## src/rtl/uart_pkg.sv

```systemverilog
// rtl/uart_pkg.sv - shared UART receive types and constants
package uart_pkg;

  localparam int CODEWORD_W           = 7;
  localparam int DEFAULT_CLKS_PER_BIT = 434;

  typedef enum logic [2:0] {
    IDLE,
    START,
    DATA,
    PARITY,
    STOP,
    BREAK
  } state_e;

endpackage

```

## src/rtl/uart_rx_sync.sv

```systemverilog
// rtl/uart_rx_sync.sv - two-flop synchroniser for an idle-high serial input
module uart_rx_sync (
  input  logic clk,
  input  logic rst,
  input  logic i_d,
  output logic o_q
);

  logic r_meta;
  logic r_sync;

  always_ff @(posedge clk) begin
    if (rst) begin
      r_meta <= 1'b1;
      r_sync <= 1'b1;
    end else begin
      r_meta <= i_d;
      r_sync <= r_meta;
    end
  end

  assign o_q = r_sync;

endmodule

```

## src/rtl/uart_rx_codeword.sv

```systemverilog
// rtl/uart_rx_codeword.sv - UART receiver delivering one Hamming(7,4) codeword per frame
// Optional even-parity bit and parity_err output when UART_RX_PARITY_EN is defined.
module uart_rx_codeword
  import uart_pkg::*;
#(
  parameter int CLKS_PER_BIT = DEFAULT_CLKS_PER_BIT,
  parameter int DATA_BITS    = CODEWORD_W
) (
  input  logic                 clk,
  input  logic                 rst,
  input  logic                 rx,
  output logic [DATA_BITS-1:0] code_out,
  output logic                 code_valid,
  input  logic                 code_ready,
  output logic                 frame_err,
  output logic                 overrun,
`ifdef UART_RX_PARITY_EN
  output logic                 parity_err,
`endif
  output logic                 busy
);

  localparam int CNT_W = $clog2(CLKS_PER_BIT);
  localparam int IDX_W = $clog2(DATA_BITS);
  localparam logic [CNT_W-1:0] MID_CNT  = CNT_W'(CLKS_PER_BIT / 2 - 1);
  localparam logic [CNT_W-1:0] FULL_CNT = CNT_W'(CLKS_PER_BIT - 1);
  localparam logic [IDX_W-1:0] LAST_IDX = IDX_W'(DATA_BITS - 1);

  state_e               r_state;
  state_e               w_next;
  logic [CNT_W-1:0]     r_cnt;
  logic [IDX_W-1:0]     r_bit_idx;
  logic [DATA_BITS-1:0] r_shift;
  logic [DATA_BITS-1:0] r_code_out;
  logic                 r_code_valid;
  logic                 r_load_pend;
  logic                 r_frame_err;
  logic                 r_overrun;
  logic                 r_par_bad;
  logic                 w_rx_s;
  logic                 w_mid;
  logic                 w_full;
  logic                 w_stop_sample;

  uart_rx_sync u_sync (
    .clk (clk),
    .rst (rst),
    .i_d (rx),
    .o_q (w_rx_s)
  );

  assign w_mid         = (r_cnt == MID_CNT);
  assign w_full        = (r_cnt == FULL_CNT);
  assign w_stop_sample = (r_state == STOP) && w_full;

  always_comb begin
    w_next = r_state;
    case (r_state)
      IDLE:  if (!w_rx_s) w_next = START;
      START: if (w_mid) w_next = w_rx_s ? IDLE : DATA;
`ifdef UART_RX_PARITY_EN
      DATA:   if (w_full && (r_bit_idx == LAST_IDX)) w_next = PARITY;
      PARITY: if (w_full) w_next = STOP;
`else
      DATA:   if (w_full && (r_bit_idx == LAST_IDX)) w_next = STOP;
`endif
      STOP:  if (w_full) w_next = w_rx_s ? IDLE : BREAK;
      BREAK: if (w_rx_s) w_next = IDLE;
      default: w_next = IDLE;
    endcase
  end

  always_ff @(posedge clk) begin
    if (rst) begin
      r_state      <= IDLE;
      r_cnt        <= '0;
      r_bit_idx    <= '0;
      r_shift      <= '0;
      r_code_out   <= '0;
      r_code_valid <= 1'b0;
      r_load_pend  <= 1'b0;
      r_frame_err  <= 1'b0;
      r_overrun    <= 1'b0;
      r_par_bad    <= 1'b0;
    end else begin
      r_state <= w_next;
      if ((w_next != r_state) || w_full) r_cnt <= '0;
      else                                r_cnt <= r_cnt + 1'b1;

      if (r_state == START) begin
        r_bit_idx <= '0;
        r_par_bad <= 1'b0;
      end
      if ((r_state == DATA) && w_full) begin
        r_shift[r_bit_idx] <= w_rx_s;
        r_bit_idx          <= r_bit_idx + 1'b1;
      end
      if ((r_state == PARITY) && w_full) r_par_bad <= (^r_shift) ^ w_rx_s;

      // The stop sample only arms the load; the accept/overrun decision uses code_ready one cycle later.
      r_load_pend <= w_stop_sample && w_rx_s && !r_par_bad;
      r_frame_err <= w_stop_sample && !w_rx_s;

      r_overrun <= 1'b0;
      if (r_load_pend) begin
        if (!r_code_valid || code_ready) begin
          r_code_out   <= r_shift;
          r_code_valid <= 1'b1;
        end else begin
          r_overrun <= 1'b1;
        end
      end else if (r_code_valid && code_ready) begin
        r_code_valid <= 1'b0;
      end
    end
  end

`ifdef UART_RX_PARITY_EN
  logic r_parity_err;

  always_ff @(posedge clk) begin
    if (rst) r_parity_err <= 1'b0;
    else     r_parity_err <= w_stop_sample && w_rx_s && r_par_bad;
  end

  assign parity_err = r_parity_err;
`endif

  assign code_out   = r_code_out;
  assign code_valid = r_code_valid;
  assign frame_err  = r_frame_err;
  assign overrun    = r_overrun;
  assign busy       = (r_state != IDLE);

endmodule

```

## config.mk

```make
export PLATFORM = sky130hd
export DESIGN_NAME = uart_rx_codeword
export DESIGN_NICKNAME = d
export VERILOG_FILES = /design/src/rtl/uart_pkg.sv /design/src/rtl/uart_rx_sync.sv /design/src/rtl/uart_rx_codeword.sv
export SDC_FILE = /design/constraint.sdc
export NUM_CORES = 1
export LEC_CHECK = 0
export CAP_MARGIN = 20
export CORE_MARGIN = 3
export CORE_UTILIZATION = 56
export DETAILED_ROUTE_END_ITERATION = 8
export HOLD_SLACK_MARGIN = 0.05
export PLACE_DENSITY = 0.78
export SLEW_MARGIN = 20
export SYNTH_ARGS = -nofsm -noshare
export SYNTH_HDL_FRONTEND = slang
export SYNTH_HIERARCHICAL = 1
export SYNTH_SLANG_ARGS = --single-unit
```

## constraint.sdc

```tcl
create_clock -name clk -period 2.4 [get_ports clk]
set_clock_uncertainty 0.2 [all_clocks]
set_input_delay 0.36 -clock clk [delete_from_list [all_inputs] [get_ports clk]]
set_output_delay 0.36 -clock clk [all_outputs]
set_load 0.02 [all_outputs]
```

[After elaboration in Yosys (flattened, before gate mapping)]
Cells that the tools add are included.
Storage, ports and cells
  register bits: 36
  input port bits: 4
  output and inout bits: 11
  word-level logic and storage cells: 71
Operators by class
  $add $sub $neg: 2
  $lt $le $gt $ge: 2
  eq/ne operators: 10
  mux-type cells: 19
  bitwise logic cells: 2
  reduce and logical (&&, ||, !) cells: 24
Operator list (number)
  2-to-1 mux 3 bit: 8
  one-hot mux 3 bit (5 select lines): 1
  adder 9 x 1 -> 9 bit, second input constant: 1
  == test 3 bit, second input constant: 3
  == test 9 x 8 -> 1 bit, second input constant: 1
  == test 9 bit, second input constant: 1
  logical AND 1 bit: 9
  bitwise mux 7 bit: 1
  2-to-1 mux 1 bit: 7
  XOR reduction 7 bit: 1
  == test 3 x 2 -> 1 bit, second input constant: 2
  nonzero test 2 bit: 3
  less-than comparator 3 x 4 -> 1 bit, second input constant: 1
  AND reduction 2 bit: 2
  OR reduction 2 bit: 2
  adder 3 x 1 -> 3 bit, second input constant: 1
  demux 1 bit (select 3 bit): 1
  == test 3 x 1 -> 1 bit, second input constant: 1
  >= comparator 3 x 1 -> 1 bit, second input constant: 1
  logical NOT 1 bit: 3
  logical NOT 3 bit: 1
  != test 3 bit: 1
  nonzero test 3 bit: 1
  logical OR 1 bit: 2
  other kinds (4): 4

[Longest topological paths before layout]
  depth after elaboration: 7
  gate-level depth with buffers: 7

[By module]
Netlist, hierarchy kept.
By module, submodules not included
  uart_rx_codeword: times used 1, cells each 190, area an instance 1692.9 um^2
  uart_rx_sync: times used 1, cells each 4, area an instance 52.6 um^2

[Worst setup path after synthesis]
No wires, ideal clock.
  path kind: register -> register
  start point: register r_cnt[0]
  end point: register r_par_bad
  setup time: 0.092 ns
  arrival time: 1.772 ns
  data required time: 2.108 ns
  slack: 0.336 ns
  stages on the path, launching flop included: 7
  path buffers: 1
  clock period less this slack: 2.064 ns
  cell sequence: dfxtp_1 -> ha_1 -> nand4b_4 -> or3_1 -> buf_2 -> or4b_1 -> o32ai_1
Between the ends
  longest elaborated chain between the ends: 3
Ends and longest elaborated chain
  start, declared: line uart_rx_codeword.sv:31  | logic [CNT_W-1:0] r_cnt;
  start signal, assigned: line uart_rx_codeword.sv:88  | else r_cnt <= r_cnt + 1'b1;
  == test 9 bit *: line uart_rx_codeword.sv:53  | assign w_full = (r_cnt == FULL_CNT);
  logical AND 1 bit *: line uart_rx_codeword.sv:98  | if ((r_state == PARITY) && w_full) r_par_bad <= (^r_shift) ^ w_rx_s;
  2-to-1 mux 1 bit or nonzero test 2 bit (tied branches)
  end signal, assigned: line uart_rx_codeword.sv:98
  end, declared: line uart_rx_codeword.sv:39  | logic r_par_bad;
Mark *: on every way between the ends. The rest lies on a longest branch, timed or not.
A chain may end at the register's enable or synchronous reset.

[Worst setup path after layout]
  start point: register r_state[2]
  end point: output port busy
Between the ends
  longest elaborated chain between the ends: 1
Ends and longest elaborated chain
  start, declared: line uart_rx_codeword.sv:29  | state_e r_state;
  start signal, assigned: line uart_rx_codeword.sv:86  | r_state <= w_next;
  nonzero test 3 bit: line uart_rx_codeword.sv:133  | assign busy = (r_state != IDLE);
  end, declared: line uart_rx_codeword.sv:20  | output logic busy
No other way between the ends.

==> qor.csv <==
metric,value,unit
Sink Count,36,
Register-to-Register Setup Slack,190,ps
cell area after placement,1947,um2
count of routing violations after the opening detailed-route iteration,92,
arrival time at the worst endpoint,1720,ps
post-CTS setup buffers,0,
Max Cap Violations,0,
"EDFF count, synth",0,
Yosys reg bits,36,
highest achievable clock rate,0.4390,GHz
power density relative to cell area,543.8,nW/um2
number of warnings reported in the yosys synthesis log,6,
maximum number of pins on one net before global-route repair,25,
number of antenna violations at the first check in global routing,0,
final antenna-violating net count,0,
outcome,finished clean,
worst setup path category,register to output pin,
Rows,19,
Inserted Clock Buffers,5,
Pleak,0.7834,nW
area of the die,3823,um2
FF-to-FF path depth,5,
library cells used by synthesis,43,
setup tns final,0,ps
post-cts resize count,0,
"most common cell after layout, fill and taps aside",dfxtp_1,
Fin. Hold Viols,0,
"commonest cells after routing, fill and taps aside","35 x dfxtp_1, 17 x nor2_1, 15 x nor3_1",
post-placement worst setup slack,203.8,ps
Antenna diodes,0,
post-detailed-route via-to-cell ratio,6.122,
Bufs on Longest Clock Path,2,
Initial DRT Pass Iterations,4,
post-route setup slack,122.1,ps
number of buffers added on ports,14,
post-DR wirelength/cell,14.96,um
start point of the worst min-delay path,u_sync/r_meta$_SDFF_PP1_,
clock insertion delay at the later pin of the skew report,350,ps
GRT Residual Overflow,0,
root buffer cell,clkbuf_4,
Max IR drop VDD,0.4527,mV
CP Capture Type,output pin,
overall power,0.001103,W
worst reg2reg endpoint,r_par_bad$_SDFFE_PP0P_,
summed instance area of the synthesized netlist,1745,um2
Critical Path RT,1840,ps
DRC violations left,0,
number of buffers inserted by hold repair at cts,0,
vias in the first global route,1510,
area of all placed cells without fillers,2028,um2
slew at the pin closest to its max-slew limit,807.9,ps
final routed wirelength across all metal layers,3.680,mm
clock-pin slew of the registers on the worst-case setup and hold paths,100,ps
CORE AREA,2853,um2
clock tree from TritonCTS,yes,
hold crit path type,register to register,
Overall Global Routing Usage,0.2237,
Clock H-tree levels,2,
critical path peak fanout,11,
share of layout cells above drive strength 1,0.1023,
share of the cycle needed by the critical path after routing,0.9491,
Final Max Slew Viols,0,
relative max-transition margin,0.4564,
wire length of the first global-routing pass,6.348,mm
HPWL after detailed placement,2.610,mm
synthesized instance count,194,
synthesis-to-layout area growth,16.20,%
number of top-level design ports,15,
end of the worst hold path,u_sync/o_q$_SDFF_PP1_,
unrepaired setup endpoints after global routing,no,
nets@finish,223,
Mapped Avg Cell Area,8.997,um2
sequential area share after synthesis,0.4129,
fraction of registers with async set or reset after synthesis,0,
Initial Util,0.6118,
overall via count from detail_route,1506,
Placer Congestion,0.8650,
"Setup violations, final",0,
time the worst path needs with I/O delays and setup,2278,ps
sort of element at the start of the critical path,register,
die boundary width,61.83,um
die outline height,61.83,um
"Top FF cell, synth",dfxtp_1,
hold path depth,1,
nets in the synthesized netlist,203,
R2R Path Start,r_cnt[0]$_SDFF_PP0_,
report_power, final:
part | switching (W) | leakage, nW | internal (W)
logic | 0.0000330 | 0.451 | 0.0000273
registers | 0.0000107 | 0.291 | 0.000604
clock network | 0.000211 | 0.0412 | 0.000217
cell usage after synthesis (all sizes together) (4+ instances only):
cell type  number  area, um2
nand2          12      45.04
clkbuf          7      27.52
nand4           4      25.02
ha              5      62.56
o21ai           9      45.04
nor3           15      75.07
nor2           17      63.81
o31ai           5      37.54
or3             6      37.54
a21oi          10      50.05
xnor2          12      105.1
dfxtp          36      720.7
nand3           5      25.02
mux2i           7      70.07
inv             8      30.03
cell type report:
cell class | count | area [um2]
Multi-Input combinational cell | 141 | 957.2
Fill cell | 230 | 824.5
Sequential cell | 36 | 721.9
Timing Repair Buffer | 22 | 200.2
Clock inverter | 3 | 42.54
Tap cell | 31 | 38.79
Clock buffer | 5 | 37.54
Inverter | 8 | 30.03
through the flow:
| stage | instances | utilization | hold WS [ps] |
|---|---|---|---|
| floorplan | 194 | - | 183.2 |
| CTS | 246 | 0.7105 | 227.6 |
| finish | 246 | 0.7110 | 221.7 |
| global placement | 238 | 0.6825 | 194.1 |
| global route | 246 | 0.7110 | 243.2 |
| detailed placement | 238 | 0.6825 | 203.1 |
critical path: stages, from the launching register on:
cell,delay [ps]
dfxtp_1,430
or3_1,410
clkdlybuf4s50_1,540
sequential cells by signal, indices dropped and copies added (netlist names), 3 cells and up:
signal and count:
code_out 7, r_bit_idx 3, r_cnt 9, r_shift 7
r_state 3
cells by family after synthesis:
group	synth area share
xor+xnor	0.07025
simple gates	0.2652
flops	0.4129
mux	0.05305
compound gates	0.1240
fa+ha+maj	0.03584
buf+inv	0.03871
how the worst max path moves through the flow:
stage | startpoint | end | slack, ps | cells past startpoint
finish | r_state[2]$_SDFF_PP0_ | busy | 120 | 2
global route | r_cnt[0]$_SDFF_PP0_ | r_par_bad$_SDFFE_PP0P_ | 30 | 5
CTS | r_state[1]$_SDFF_PP0_ | busy | 90 | 2
detailed placement | r_cnt[0]$_SDFF_PP0_ | r_par_bad$_SDFFE_PP0P_ | 200 | 5
global placement | r_cnt[0]$_SDFF_PP0_ | r_par_bad$_SDFFE_PP0P_ | 290 | 5
floorplan | r_cnt[0]$_SDFF_PP0_ | r_par_bad$_SDFFE_PP0P_ | 340 | 6
metal layers:
metal  vias up  routed length, um  track usage
met5         -                  0            0
met4         0                 91       0.1030
met3        11                186      0.04959
met2        44               1885       0.3916
met1       717               1516       0.2582
li1        734                  -            -
Power figures use the tool's default switching activity.
